**src/rtl/load_port_arbiter.sv**
```systemverilog
// Registered arbiter for the shared load-pipeline issue port: AGU loads win by
// default, a saturating loss counter forces a page-walker grant to avoid starvation.
package LoadPortArbiterPkg;

  typedef enum logic [1:0] {
    AGU_NO_EXCEPTION,
    AGU_ADDR_MISALIGN,
    AGU_ACCESS_FAULT,
    AGU_PAGE_FAULT
  } AGU_Exception;

  typedef struct packed {
    logic [31:0]  addr;
    logic         signExtend;
    logic [1:0]   size;
    logic [6:0]   tagDst;
    logic [5:0]   sqN;
    logic         doNotCommit;
    AGU_Exception exception;
    logic         isMMIO;
    logic         external;
    logic         valid;
  } LD_UOp;

  typedef struct packed {
    logic [31:0] addr;
    logic        valid;
  } PW_LD_UOp;

endpackage

module load_port_arbiter
  import LoadPortArbiterPkg::*;
#(
  parameter int STARVE_LIMIT = 8,
  parameter int CNT_W        = 4
) (
  input  logic     clk,
  input  logic     rst_n,
  input  logic     IN_flush,
  input  LD_UOp    IN_aguLd,
  output logic     OUT_aguLdStall,
  input  PW_LD_UOp IN_pwLd,
  output logic     OUT_pwLdStall,
  input  logic     IN_ldUOpStall,
  output LD_UOp    OUT_ldUOp,
  output logic     OUT_pwStarved
);

  localparam logic [CNT_W-1:0] LIMIT = CNT_W'(STARVE_LIMIT);

  LD_UOp            oreg;
  logic [CNT_W-1:0] scnt;

  logic  canAccept;
  logic  aguV;
  logic  pwForce;
  logic  grantPW;
  logic  grantAGU;
  LD_UOp aguUop;
  LD_UOp pwUop;

  // Grants are suppressed while reset is held so nothing is accepted then.
  always_comb begin
    canAccept = !oreg.valid || !IN_ldUOpStall;
    aguV      = IN_aguLd.valid && !IN_flush;
    pwForce   = (scnt == LIMIT);
    grantPW   = rst_n && canAccept && IN_pwLd.valid && (pwForce || !aguV);
    grantAGU  = rst_n && canAccept && aguV && !grantPW;
  end

  always_comb begin
    aguUop          = IN_aguLd;
    aguUop.external = 1'b0;
    aguUop.valid    = 1'b1;

    pwUop             = '0;
    pwUop.addr        = IN_pwLd.addr;
    pwUop.size        = 2'd2;
    pwUop.tagDst      = 7'h40;
    pwUop.doNotCommit = 1'b1;
    pwUop.exception   = AGU_NO_EXCEPTION;
    pwUop.external    = 1'b1;
    pwUop.valid       = 1'b1;
  end

  always_comb begin
    OUT_aguLdStall = !rst_n || (IN_aguLd.valid && !IN_flush && !grantAGU);
    OUT_pwLdStall  = !rst_n || (IN_pwLd.valid && !grantPW);
    OUT_ldUOp      = oreg;
    OUT_pwStarved  = (scnt == LIMIT);
  end

  // A held speculative AGU load dies on flush even under downstream stall;
  // a held page-walker load is external and always survives.
  always_ff @(posedge clk) begin
    if (!rst_n) begin
      oreg <= '0;
      scnt <= '0;
    end else begin
      if (grantPW) begin
        oreg <= pwUop;
      end else if (grantAGU) begin
        oreg <= aguUop;
      end else if (canAccept || (IN_flush && !oreg.external)) begin
        oreg.valid <= 1'b0;
      end

      if (grantPW || !IN_pwLd.valid) begin
        scnt <= '0;
      end else if (grantAGU && scnt != LIMIT) begin
        scnt <= scnt + 1'b1;
      end
    end
  end

endmodule

```
**config.mk**
```make
export PLATFORM = sky130hd
export DESIGN_NAME = load_port_arbiter
export DESIGN_NICKNAME = d
export VERILOG_FILES = /design/src/rtl/load_port_arbiter.sv
export SDC_FILE = /design/constraint.sdc
export NUM_CORES = 1
export LEC_CHECK = 0
export CAP_MARGIN = 20
export CORE_MARGIN = 2
export CORE_UTILIZATION = 35
export CTS_CLUSTER_SIZE = 14
export DETAILED_ROUTE_END_ITERATION = 10
export PLACE_DENSITY = 0.82
export SYNTH_ARGS = -nofsm -noshare
export SYNTH_HDL_FRONTEND = slang
export SYNTH_SLANG_ARGS = --single-unit
```
**constraint.sdc**
```tcl
create_clock -name clk -period 3.9 [get_ports clk]
set_input_delay 0.39 -clock clk [delete_from_list [all_inputs] [get_ports clk]]
set_output_delay 0.39 -clock clk [all_outputs]
set_load 0.02 [all_outputs]
```
==> flow_metrics.py <==
metrics = {
    "floorplanning": {
        "start_util": 0.3630,
        "die_h_um": 85.39,
        "die_area_um2": 7291,
        "die_x_um": 85.39,
        "ios": 148,
        "core-area_um2": 6386,
        "rows": 29,
    },
    "sta": {
        "tightest_slew_ps": 760.2,
        "relSlewSlack": 0.4927,
        "fin_crit_sh": 0.6647,
        "setup_ws_ps": 1308,
        "fmax_mhz": 385.8,
        "fin_crit_ps": 2592,
        "finalSetupTns_ps": 0,
        "grt_setup_unrepaired": "no",
        "drv_slew": 0,
        "setup-violations-final": 0,
        "finalHoldViolCount": 0,
        "skew_ps": 6.902,
    },
    "layout": {
        "syn_to_final_growth_pct": 71.99,
        "drive_gt1_frac": 0.07273,
        "multiInputGateArea_um2": 1050,
        "utilization": 0.6244,
        "fin_nets": 474,
        "fill_cells": 559,
        "antenna_cells": 0,
        "fin_area_um2": 3988,
        "regArea_um2": 1161,
    },
    "cts": {
        "cts_sinks": 58,
        "htreeDepth": 3,
        "numCtsBuffers": 9,
        "worstSkewPairLatency_ps": 330,
        "cts_root_buf": "clkbuf_8",
        "postCtsHoldBufs": 0,
        "path_clk_slew_ps": 60,
        "clockBufferDepth": 2,
        "post_cts_buffers": 0,
        "cts_tree": "done",
        "cts_resized": 0,
    },
    "synth": {
        "synth.net_count": 330,
        "synthCells": 237,
        "yosys_register_bits": 58,
        "syn-cell-area_um2": 2318,
        "synth_cell_type_count": 27,
        "ys_seq_area_frac": 0.5008,
        "ys_warn_count": 0,
        "synth_area_per_cell_um2": 9.783,
    },
    "grt": {
        "grt_antenna_before_repair": 0,
        "grt_overflow": 0,
        "grt_max_degree": 43,
        "grt_pass1_wl_um": 11520,
        "track_usage": 0.1989,
        "grt_pass1_vias": 2420,
    },
    "worst_setup_path": {
        "slowest_delay_ps": 640,
        "slowest_stage": "clkdlybuf4s50_1",
        "cpMostUsedCell": "clkdlybuf4s50_1",
        "required_ps": 3510,
        "path_max_fanout": 5,
        "endpoint_kind": "output port",
        "crit_type": "in2out",
        "cp.arrival_ps": 2200,
        "worstPathCellList": "clkdlybuf4s50_1 > nor2b_1 > a211oi_4 > o21ai_0 > clkdlybuf4s50_1",
        "start_kind": "primary input",
    },
    "routing": {
        "drtIter0Drc": 179,
        "vias": 2435,
        "wl_per_cell_um": 15.52,
        "drc": 0,
        "vias_per_cell": 5.271,
        "ant_nets": 0,
        "routed_wl_um": 7171,
        "dr.pass1.iters": 6,
    },
    "pwr": {
        "vdd_drop_max_mv": 0.2206,
        "totalPowerFinal_w": 0.001394,
        "p_per_area_nw_per_um2": 349.7,
        "leakagePower_nw": 1.384,
    },
    "place": {
        "io_buffers": 146,
        "dp_hpwl_um": 5092,
        "place_area_um2": 3817,
        "place_ws_ps": 1318,
        "place_congestion": 0.8343,
    },
    "worst_hold_path": {
        "hold_path_class": "reg2reg",
    },
    "run": {
        "maxCapViolCount": 0,
    },
    "outcome": {
        "status": "complete, no violations",
    },
}
-- worst paths after layout --
check,cells after the start,end,slack (ps),from
setup / recovery,5,OUT_pwLdStall,1310,IN_aguLd[0]
hold / removal,2,OUT_ldUOp[6],450,OUT_ldUOp[6]
setup reg to reg,4,OUT_ldUOp[5],2000,OUT_ldUOp[0]
hold reg to reg,2,OUT_ldUOp[6],450,OUT_ldUOp[6]
-- report_power, final --
part / internal [W] / switching, W / leakage, nW
sequential: 0.000620 / 0.0000154 / 0.473
combinational: 0.000165 / 0.000119 / 0.819
clock: 0.000258 / 0.000216 / 0.0920
-- metrics by stage --
stage,hold WS [ps],instances
after floorplan,458.4,237
after global placement,442.0,447
after detailed placement,446.5,447
after CTS,455.1,462
after global routing,481.8,462
final,454.0,462
-- flip-flops by register name (all words and copies together), names as in the netlist --
register   flops
scnt           4
OUT_ldUOp     54
-- cells in the final DEF (no fill, tap or decap), types with 2 or more instances in the layout --
| cell type | n |
|---|---|
| nand2_1 | 39 |
| nand3_1 | 5 |
| nor2_1 | 2 |
| inv_1 | 4 |
| o221a_2 | 3 |
| clkbuf_8 | 11 |
| a21oi_1 | 22 |
| o21ai_0 | 3 |
| buf_4 | 4 |
| ha_1 | 2 |
| a222oi_1 | 32 |
| a211oi_4 | 2 |
| nor2b_1 | 34 |
| clkdlybuf4s50_1 | 146 |
| dfxtp_1 | 58 |
| xnor2_1 | 2 |
| clkinv_2 | 3 |
-- logic make-up after synthesis --
group	share of synthesized area
and+or+nand+nor	0.1878
AOI/OAI and AO/OA	0.2450
buffers and inverters	0.04802
DFF	0.5008
adders and majority gates	0.01079
xor gates and xnor gates	0.007557
-- per-layer routing --
layer	up-vias	global-route usage	wire, µm
li1	1167	-	-
met4	0	0.07792	110
met2	125	0.3310	3488
met1	1133	0.2324	2754
met3	10	0.07296	817
met5	-	0	0
-- critical path: cells and delay by family --
family	cells	cell delay, ps
and+or+nand+nor	1	420
buffers and inverters	2	1120
AOI/OAI and AO/OA	2	270
-- layout make-up --
cell class / count / area share
clock buffer: 12 / 0.03891
tap: 77 / 0.02416
inverter: 5 / 0.004707
sequential: 58 / 0.2912
timing repair buffer: 150 / 0.3740
clock inverter: 3 / 0.003765
multi-input combinational: 157 / 0.2633
-- synth_stat cells --
library cell,n,share of area
nor2_2,1,0.0027
o211ai_1,1,0.0032
buf_2,5,0.011
inv_1,4,0.0065
clkbuf_1,9,0.015
o221a_2,3,0.015
a21bo_4,1,0.0070
nor2b_1,34,0.092
buf_6,3,0.015
ha_1,2,0.011
dfxtp_1,58,0.50
o21a_1,1,0.0032
a222oi_1,32,0.14
nand3_1,5,0.011
a21oi_1,22,0.047
a211oi_4,2,0.017
nor3_1,1,0.0022
inv_2,1,0.0016
nand2_1,39,0.063
a21boi_1,1,0.0032
nand3b_4,1,0.0086
nand2b_1,1,0.0027
or3_1,1,0.0027
o21ai_1,2,0.0043
xnor2_1,2,0.0076
o21ai_0,3,0.0065
nor2_1,2,0.0032
Note: power is estimated with default switching activity, not from simulation.
